[src/rtl/conv_output_writer.sv]
// conv_output_writer: buffers the (data, x, y, ch) result stream and writes each word to external
//   memory at a CHW or HWC address. Counts written words; done rises once the whole map is stored.
// Latency: a word accepted in cycle N is presented on mem_* in cycle N+1 when the FIFO was empty.
// Backpressure: in_ready = RUN && FIFO not full, both registered; mem_ready only pops the FIFO head.
// Ports: clk, arst_n_in (async, active low) | start pulse | in_data/in_x/in_y/in_ch + in_valid/in_ready
//   | mem_we/mem_addr/mem_wdata + mem_ready | count, error_oob (sticky), done.

// Small generic FIFO: DEPTH is a power of two, pointers wrap naturally.
// Latency: head_dat shows an entry the cycle after it is pushed.
// Backpressure: a push while full is refused, even if a pop happens in the same cycle.
module conv_output_writer_fifo #(
  parameter int WIDTH = 8,
  parameter int DEPTH = 4,
  localparam int PTR_W = $clog2(DEPTH),
  localparam int LVL_W = $clog2(DEPTH + 1)
) (
  input  logic             clk,
  input  logic             arst_n_in,
  input  logic             push,
  input  logic [WIDTH-1:0] push_dat,
  input  logic             pop,
  output logic [WIDTH-1:0] head_dat,
  output logic [LVL_W-1:0] level,
  output logic             empty,
  output logic             full
);
  logic [WIDTH-1:0] mem_q [DEPTH];
  logic [PTR_W-1:0] wr_ptr_q, wr_ptr_d;
  logic [PTR_W-1:0] rd_ptr_q, rd_ptr_d;
  logic [LVL_W-1:0] level_q, level_d;
  logic             do_push, do_pop;

  assign empty   = (level_q == '0);
  assign full    = (level_q == LVL_W'(DEPTH));
  assign level   = level_q;
  assign do_pop  = pop && !empty;
  assign do_push = push && !full;
  assign head_dat = mem_q[rd_ptr_q];

  always_comb begin
    wr_ptr_d = wr_ptr_q;
    rd_ptr_d = rd_ptr_q;
    level_d  = level_q;
    if (do_push) wr_ptr_d = wr_ptr_q + PTR_W'(1);
    if (do_pop)  rd_ptr_d = rd_ptr_q + PTR_W'(1);
    case ({do_push, do_pop})
      2'b10:   level_d = level_q + LVL_W'(1);
      2'b01:   level_d = level_q - LVL_W'(1);
      default: level_d = level_q;
    endcase
  end

  always_ff @(posedge clk or negedge arst_n_in) begin
    if (!arst_n_in) begin
      wr_ptr_q <= '0;
      rd_ptr_q <= '0;
      level_q  <= '0;
    end else begin
      wr_ptr_q <= wr_ptr_d;
      rd_ptr_q <= rd_ptr_d;
      level_q  <= level_d;
    end
  end

  // Storage needs no reset: nothing is read while level is zero.
  always_ff @(posedge clk) begin
    if (do_push) mem_q[wr_ptr_q] <= push_dat;
  end
endmodule

module conv_output_writer #(
  parameter int ACCUMULATION_WIDTH = 32,
  parameter int EXT_MEM_WIDTH      = 32,
  parameter int EXT_MEM_ADDR_WIDTH = 20,
  parameter int FEATURE_MAP_WIDTH  = 128,
  parameter int FEATURE_MAP_HEIGHT = 128,
  parameter int OUTPUT_NB_CHANNELS = 16,
  parameter int FIFO_DEPTH         = 4,
  parameter int BASE_ADDR          = 0,
  parameter int LAYOUT             = 0,
  localparam int X_W   = (FEATURE_MAP_WIDTH  > 1) ? $clog2(FEATURE_MAP_WIDTH)  : 1,
  localparam int Y_W   = (FEATURE_MAP_HEIGHT > 1) ? $clog2(FEATURE_MAP_HEIGHT) : 1,
  localparam int CH_W  = (OUTPUT_NB_CHANNELS > 1) ? $clog2(OUTPUT_NB_CHANNELS) : 1,
  localparam int TOTAL = FEATURE_MAP_WIDTH * FEATURE_MAP_HEIGHT * OUTPUT_NB_CHANNELS,
  localparam int CNT_W = $clog2(TOTAL + 1)
) (
  input  logic                          clk,
  input  logic                          arst_n_in,
  input  logic                          start,
  input  logic [ACCUMULATION_WIDTH-1:0] in_data,
  input  logic [X_W-1:0]                in_x,
  input  logic [Y_W-1:0]                in_y,
  input  logic [CH_W-1:0]               in_ch,
  input  logic                          in_valid,
  output logic                          in_ready,
  output logic                          mem_we,
  output logic [EXT_MEM_ADDR_WIDTH-1:0] mem_addr,
  output logic [EXT_MEM_WIDTH-1:0]      mem_wdata,
  input  logic                          mem_ready,
  output logic [CNT_W-1:0]              count,
  output logic                          error_oob,
  output logic                          done
);
  localparam int AW      = EXT_MEM_ADDR_WIDTH;
  localparam int DW      = EXT_MEM_WIDTH;
  localparam int ENTRY_W = AW + DW;
  localparam int LVL_W   = $clog2(FIFO_DEPTH + 1);

  localparam logic [1:0] ST_IDLE  = 2'd0;
  localparam logic [1:0] ST_RUN   = 2'd1;
  localparam logic [1:0] ST_DRAIN = 2'd2;
  localparam logic [1:0] ST_DONE  = 2'd3;

  logic [1:0]         state_q, state_d;
  logic [CNT_W-1:0]   accepted_q, accepted_d;
  logic [CNT_W-1:0]   count_q, count_d;
  logic               error_oob_q, error_oob_d;
  logic               done_q, done_d;

  logic               hs, in_range, push, pop;
  logic               fifo_empty, fifo_full;
  logic [LVL_W-1:0]   fifo_level;
  logic [AW-1:0]      x_a, y_a, ch_a, addr_calc;
  logic [DW-1:0]      data_ext;
  logic [ENTRY_W-1:0] push_dat, head_dat;

  assign in_ready = (state_q == ST_RUN) && !fifo_full;
  assign hs       = in_valid && in_ready;
  assign in_range = (int'(in_x)  < FEATURE_MAP_WIDTH) &&
                    (int'(in_y)  < FEATURE_MAP_HEIGHT) &&
                    (int'(in_ch) < OUTPUT_NB_CHANNELS);
  // Out-of-range words complete the handshake but never enter the FIFO.
  assign push     = hs && in_range;
  assign pop      = !fifo_empty && mem_ready;

  // Address arithmetic runs at the memory address width so it wraps like the memory does.
  assign x_a  = AW'(in_x);
  assign y_a  = AW'(in_y);
  assign ch_a = AW'(in_ch);

  always_comb begin
    if (LAYOUT == 0)
      addr_calc = AW'(BASE_ADDR) + (ch_a * AW'(FEATURE_MAP_HEIGHT) + y_a) * AW'(FEATURE_MAP_WIDTH) + x_a;
    else
      addr_calc = AW'(BASE_ADDR) + (y_a * AW'(FEATURE_MAP_WIDTH) + x_a) * AW'(OUTPUT_NB_CHANNELS) + ch_a;
  end

  assign data_ext = DW'($signed(in_data));
  assign push_dat = {addr_calc, data_ext};

  conv_output_writer_fifo #(
    .WIDTH (ENTRY_W),
    .DEPTH (FIFO_DEPTH)
  ) u_fifo (
    .clk       (clk),
    .arst_n_in (arst_n_in),
    .push      (push),
    .push_dat  (push_dat),
    .pop       (pop),
    .head_dat  (head_dat),
    .level     (fifo_level),
    .empty     (fifo_empty),
    .full      (fifo_full)
  );

  // Head is masked while empty so the write port idles at zero.
  assign mem_we    = !fifo_empty;
  assign mem_addr  = fifo_empty ? '0 : head_dat[ENTRY_W-1 -: AW];
  assign mem_wdata = fifo_empty ? '0 : head_dat[DW-1:0];

  always_comb begin
    state_d     = state_q;
    accepted_d  = accepted_q;
    count_d     = count_q;
    error_oob_d = error_oob_q;

    if (pop && (count_q != CNT_W'(TOTAL))) count_d = count_q + CNT_W'(1);
    if (hs && !in_range)                   error_oob_d = 1'b1;
    if (push)                              accepted_d = accepted_q + CNT_W'(1);

    case (state_q)
      ST_IDLE, ST_DONE: begin
        if (start) begin
          state_d     = ST_RUN;
          accepted_d  = '0;
          count_d     = '0;
          error_oob_d = 1'b0;
        end
      end
      // Leave RUN on the cycle the final in-range word is accepted so in_ready drops at once.
      ST_RUN: begin
        if (accepted_d == CNT_W'(TOTAL)) state_d = ST_DRAIN;
      end
      ST_DRAIN: begin
        if (fifo_empty || (pop && (fifo_level == LVL_W'(1)))) state_d = ST_DONE;
      end
      default: state_d = ST_IDLE;
    endcase

    done_d = (state_d == ST_DONE);
  end

  always_ff @(posedge clk or negedge arst_n_in) begin
    if (!arst_n_in) begin
      state_q     <= ST_IDLE;
      accepted_q  <= '0;
      count_q     <= '0;
      error_oob_q <= 1'b0;
      done_q      <= 1'b0;
    end else begin
      state_q     <= state_d;
      accepted_q  <= accepted_d;
      count_q     <= count_d;
      error_oob_q <= error_oob_d;
      done_q      <= done_d;
    end
  end

  assign count     = count_q;
  assign error_oob = error_oob_q;
  assign done      = done_q;
endmodule

[config.mk]
export PLATFORM = sky130hd
export DESIGN_NAME = conv_output_writer
export DESIGN_NICKNAME = d
export VERILOG_FILES = /design/src/rtl/conv_output_writer.sv
export SDC_FILE = /design/constraint.sdc
export NUM_CORES = 1
export LEC_CHECK = 0
export CORE_AREA = 2 2 207 107
export CTS_BUF_LIST = sky130_fd_sc_hd__clkbuf_8
export CTS_CLUSTER_SIZE = 8
export DETAILED_ROUTE_END_ITERATION = 10
export DIE_AREA = 0 0 209 109
export GPL_TIMING_DRIVEN = 0
export MAX_ROUTING_LAYER = met4
export PLACE_DENSITY_LB_ADDON = 0.15
export SETUP_SLACK_MARGIN = 0.1
export SLEW_MARGIN = 15
export SYNTH_ARGS = -nofsm -noshare
export SYNTH_HDL_FRONTEND = slang
export SYNTH_SLANG_ARGS = --single-unit
[constraint.sdc]
create_clock -name clk -period 3.2 [get_ports clk]
set_input_delay 0.96 -clock clk [delete_from_list [all_inputs] [get_ports clk]]
set_output_delay 0.96 -clock clk [all_outputs]
set_load 0.01 [all_outputs]
# Yosys cells after proc, flatten, opt, wreduce, memory -nomap -nowiden
# Memory sizes are Yosys's and may differ from the RTL's.
# Cells that the tools add are included.
[op_classes]
eq_ne = 10
add_sub_neg = 8
reduce_logical = 14
muxes = 15
[op_table]
columns = ["operator", "count"]
rows = [
  ["$mux 19", 6],
  ["$add 19x1->19 const B", 2],
  ["$mux 32", 1],
  ["$add 19x7->20", 1],
  ["$mux 20", 1],
  ["$eq 19x19->1 const B", 1],
  ["$ne 19x19->1 const B", 1],
  ["$add 11x7->12", 1],
  ["$eq 2x2->1 const B", 4],
  ["$logic_and 1x1->1", 7],
  ["$mux 2", 3],
  ["$pmux 2 s3", 1],
  ["$pmux 3 s2", 1],
  ["$add 2x1->2 const B", 2],
  ["$eq 2x1->1 const B", 2],
  ["$add 3x1->3 const B", 1],
  ["$eq 3x1->1 const B", 1],
  ["$eq 3x3->1 const B", 1],
  ["$logic_not 3->1", 1],
  ["$sub 3x1->3 const B", 1],
  ["$logic_not 1->1", 2],
  ["$logic_not 2->1", 1],
  ["$mux 1", 2],
  ["$reduce_bool 2->1", 1],
  ["other kinds (2)", 2],
]
[totals]
mem_count = 1
register_bits = 48
mem_bits_rw = 208
out_inout_bits = 75
input_bits = 55
[mem_list]
columns = ["name", "depth", "width", "rd", "rd_ports_with_merged_regs", "wr", "line_no", "text"]
rows = [
  ["u_fifo.mem_q", 4, 52, 1, 0, 1, "27", "logic [WIDTH-1:0] mem_q [DEPTH];"],
]

# Depth between registers and ports, before layout
[depth]
ltp_word = 9
ltp_mapped = 12
mapped_depth_nobuf = 11

# Hierarchy
# Synthesis repeated with hierarchy kept, for this count alone.
[unflattened]
hier_cells = 639
area_unflattened_um2 = 10805.4
[by_module_without_submodules]
columns = ["mod", "area_each_um2", "cells_per_inst", "seq_area_each_um2", "instances"]
rows = [
  ["conv_output_writer_fifo", 7995.2, 309, 6421.2, 1],
  ["conv_output_writer", 2810.2, 330, 1026.0, 1],
]

# Worst setup path before layout
# OpenSTA, ideal clock, no wires.
[synth_path]
path_kind = "flip-flop to flip-flop"
start = "register u_fifo.level_q[0], in the netlist u_fifo.level[0]"
end = "register done_q, in the netlist done"
path_slack_ns = 0.124
synth_period_minus_slack_ns = 3.076
n_path_buf = 1
required_time_ns = 3.081
arrival_ns = 2.957
path_stages_with_launch = 13
path_cell_list = "dfrtp_1 -> inv_1 -> ha_1 -> a21boi_4 -> and2_4 -> buf_12 -> inv_6 -> nor4_1 -> mux2i_1 -> o211ai_1 -> or4_1 -> a311o_1 -> and2_1"
[synth_between]
elab_chain_len = 9
elab_cells_between_ends = 16
classes_between = "4 x eq/ne; 4 x mux; 8 x reduce/logical"
[synth_rtl]
columns = ["element", "line_no", "text"]
rows = [
  ["from (decl)", "30", "logic [LVL_W-1:0] level_q, level_d;"],
  ["from (signal assigned)", "61", "level_q <= level_d;"],
  ["$eq 3x3->1", "34", "assign full = (level_q == LVL_W'(DEPTH));"],
  ["$logic_not 1->1", "127", "assign in_ready = (state_q == ST_RUN) && !fifo_full;"],
  ["$logic_and 1x1->1", "127", ""],
  ["named net in_ready", "95", "output logic in_ready,"],
  ["$logic_and 1x1->1", "128", "assign hs = in_valid && in_ready;"],
  ["$mux 19", "179", "if (push) accepted_d = accepted_q + CNT_W'(1);"],
  ["$eq 19x19->1", "192", "if (accepted_d == CNT_W'(TOTAL)) state_d = ST_DRAIN;"],
  ["$mux 2", "192", ""],
  ["$pmux 2 s3", "181", "case (state_q)"],
  ["named net state_d[0]", "114", "logic [1:0] state_q, state_d;"],
  ["$eq 2x2->1", "200", "done_d = (state_d == ST_DONE);"],
  ["named net done_d", "118", "logic done_q, done_d;"],
  ["to (signal assigned)", "215", "done_q <= done_d;"],
  ["to (decl)", "118", ""],
]
# The timed path passes the listed nets, and every way through them passes these cells.
# A chain may end at the register's enable or synchronous reset.

# Final worst setup path
[layout_path]
start = "register u_fifo.rd_ptr_q[0]"
end = "output mem_wdata[11]"
[layout_between]
elab_chain_len = 2
[layout_rtl]
columns = ["element", "line_no", "text"]
rows = [
  ["from (decl)", "29", "logic [PTR_W-1:0] rd_ptr_q, rd_ptr_d;"],
  ["from (signal assigned)", "60", "rd_ptr_q <= rd_ptr_d;"],
  ["$mem_v2 4x52", "--", ""],
  ["$mux 32", "169", "assign mem_wdata = fifo_empty ? '0 : head_dat[DW-1:0];"],
  ["to (decl)", "98", "output logic [EXT_MEM_WIDTH-1:0] mem_wdata,"],
]
# No other way between the ends.

==> summary.md <==
| Metric | Value |
|---|---|
| Outcome | complete, no violations |
| Register-to-Register Path Depth | 12 |
| Final period utilization | 0.9742 |
| Critical path class | reg2out |
| Reg-to-Reg Start | state_q[1] |
| Peak supply drop | 0.0004215 V |
| Layout Nets | 881 |
| Slew margin rel. | 0.4432 |
| Pins Over Slew Limit | 0 |
| Inserted Clock Buffers | 38 |
| Row count | 38 |
| CTS tree | yes |
| Post-route setup slack | 0.08252 ns |
| Worst slew pin tran | 0.8352 ns |
| WL/cell | 20.22 µm |
| Die area | 0.02278 mm² |
| Max cap viols | 0 |
| Initial antenna violation count | 1 |
| Crit Path Max Fanout | 6 |
| Area share of the largest cell type after synthesis | 0.5813 |
| Largest net degree at the start of global routing | 51 |
| Worst EP required | 2.24 ns |
| Post-synthesis sequential area ratio | 0.6975 |
| Fmax | 320.8 MHz |
| DR vias | 6005 |
| Nature of the critical path endpoint | output pin |
| Met1 wire length | 10.53 mm |
| Synth area leaders | edfxtp_1 (58%), dfrtp_1 (12%), mux4_2 (11%), and2_1 (3.4%), xnor2_1 (2.0%) |
| CP startpoint kind | flip-flop |
| Tightest Hold Check Type | in2async |
| Post-synth cell types | 45 |
| Final setup viols | 0 |
| DR pass1 iterations | 7 |
| Post-Syn Area | 0.01033 mm² |
| Synth Warn # | 0 |
| Drt via density | 5.425 |
| Post-place setup slack | -0.8926 ns |
| Power per cell area | 852.9 mW/mm² |
| DR WL met3 | 1.398 mm |
| Pwr Total | 0.01119 W |
| Global-route congestion overflow total | 0 |
| P_leak | 4.908 nW |
| FFs w/ async S/R, synth | 0.1935 |
| Initial cell density of the core | 0.4884 |
| First-pass GRT wire length | 34.22 mm |
| Area grow syn2layout | 27.00% |
| Worst Skew | 0.02283 ns |
| Width of the die | 209 µm |
| Most instantiated cells after synthesis | edfxtp_1 (200), and2_1 (56), mux4_2 (50) |
| Iter 0 DRT Violations | 385 |
| GRT Total Usage | 0.2067 |
| DR WL met2 | 10.12 mm |
| Routed wire length | 22.39 mm |
| Worst Path Arrival | 2.16 ns |
| Top sig layer | met4 |
| Setup crit end | mem_wdata[11] |
| RSZ-0062 raised after global routing | true |
| Top-count cell post-synth | edfxtp_1 |
| IO Count | 130 |
| Reg2reg end | done |
| Clock Pin Slew Worst Setup and Hold Paths | 0.07 ns |
| Die Ht | 109 µm |
| CTS sink cnt | 248 |
| Port bufs | 126 |
| DP HPWL | 13.83 mm |
| H-Tree Depth | 2 |
| Top FF cell, synth | edfxtp_1 |
| Post-Synthesis Cells | 615 |
| CTS Hold Bufs | 0 |
| Clock Tree Buf Depth | 3 |
| ANT nets after route | 0 |
| Number of flops mapped to enable cells by yosys | 200 |
| Core area | 0.02116 mm² |
| Fraction of layout cells with a size suffix above 1 | 0.3002 |
| Residual DRC | 0 |
| Final hold vios | 0 |
| Fin crit period | 3.117 ns |
| Reg-to-reg setup timing slack | 0.18 ns |
| Vias in the first global route | 6325 |
| Cell taking the most area after synthesis | edfxtp_1 |
| Yosys reg bits | 248 |
| Placer Congestion | 0.9117 |
| # fillers | 1564 |
| Worst Setup SP | u_fifo.rd_ptr_q[0] |
| Root buf cell | clkbuf_8 |
| Avg Inst Size Synth | 16.80 µm² |
| Worst-skew pair later-pin latency | 0.52 ns |
layout make-up:
class                      count  area (µm²)  area share
sequential                   248        7208      0.5493
multi-input combinational    329        3127      0.2383
timing repair buffer         156        1516      0.1156
clock buffer                  39       536.8     0.04090
tap                          280       350.3     0.02670
buffer                        29       276.5     0.02107
clock inverter                15       62.56    0.004767
inverter                      10       42.54    0.003242
antenna                        1       2.502   0.0001907
cells in the final DEF, fill, tap and decap left out, drive strengths merged, types with 5 or more instances in the layout:
| cell | count |
|---|---|
| nor2 | 46 |
| ha | 14 |
| and3 | 10 |
| nand4 | 10 |
| buf | 71 |
| xor2 | 22 |
| dfrtp | 48 |
| and2 | 57 |
| nand3 | 17 |
| nor3 | 12 |
| xnor2 | 24 |
| o21ai | 5 |
| mux4 | 50 |
| nor4 | 6 |
| clkbuf | 77 |
| edfxtp | 200 |
| nand2 | 22 |
| clkdlybuf4s50 | 72 |
| inv | 21 |
worst max-delay path, stage by stage, from the launching register on:
cell	delay (ns)
dfrtp_2	0.45
buf_12	0.16
buf_12	0.13
buf_6	0.11
buf_6	0.10
mux4_2	0.41
and2_1	0.15
buf_2	0.13
registers in the layout, indices dropped and copies added, names as in the netlist:
register and count:
u_fifo.mem_q 200, accepted_q 19, count 19, u_fifo.level 3, state_q 2, u_fifo.rd_ptr_q 2
u_fifo.wr_ptr_q 2, done 1
per-stage QoR:
step | hold slack [ns] | area (µm²) | utilization | cells | TNS (ns)
global placement | 0.4878 | 11950 | 0.5649 | 1023 | -44.19
detailed placement | 0.5104 | 11980 | 0.5663 | 1024 | -25.34
CTS | 0.3662 | 12840 | 0.6069 | 1094 | 0
global route | 0.3714 | 13120 | 0.6202 | 1107 | -0.0007334
finish | 0.3800 | 13120 | 0.6202 | 1107 | 0
floorplan | 0.4751 | 10340 | - | 617 | 0
per-layer routing:
| metal | GRT usage | up-vias |
|---|---|---|
| li1 | - | 2706 |
| met1 | 0.2843 | 3089 |
| met2 | 0.3121 | 179 |
| met3 | 0.05271 | 31 |
| met4 | 0.05306 | 0 |
| met5 | - | - |
how the worst min path moves through the flow:
stage	from	end	slack, ns
after floorplan	u_fifo.level[1]	u_fifo.level[1]	0.48
after CTS	arst_n_in	count[7]	0.37
after global placement	u_fifo.level[1]	u_fifo.level[1]	0.49
final	arst_n_in	count[9]	0.38
after global routing	arst_n_in	count[11]	0.37
after detailed placement	u_fifo.level[1]	u_fifo.level[1]	0.51
cell families after synthesis:
kind of cell | Yosys count | share of synthesized area
multiplexers | 54 | 0.1129
AND/OR/NAND/NOR | 193 | 0.1023
AO/OA/AOI/OAI | 19 | 0.01320
flip-flops | 248 | 0.6975
adder cells (fa/ha/maj) | 14 | 0.01695
XOR/XNOR | 46 | 0.03899
other | 1 | 0.0003629
buffers and inverters | 40 | 0.01780
power by group:
part	internal, W	switching, W
logic	0.00261	0.00210
clock network	0.00111	0.00114
registers	0.00405	0.000185
total	0.00777	0.00342
what timing repair did:
item,in CTS,in global routing
cloned,0,4
gates resized for setup,218,108
pin swaps,4,23
buffers inserted,17,8
endpoints found under the setup margin,58,54
Note: power is estimated with default switching activity, not from simulation.
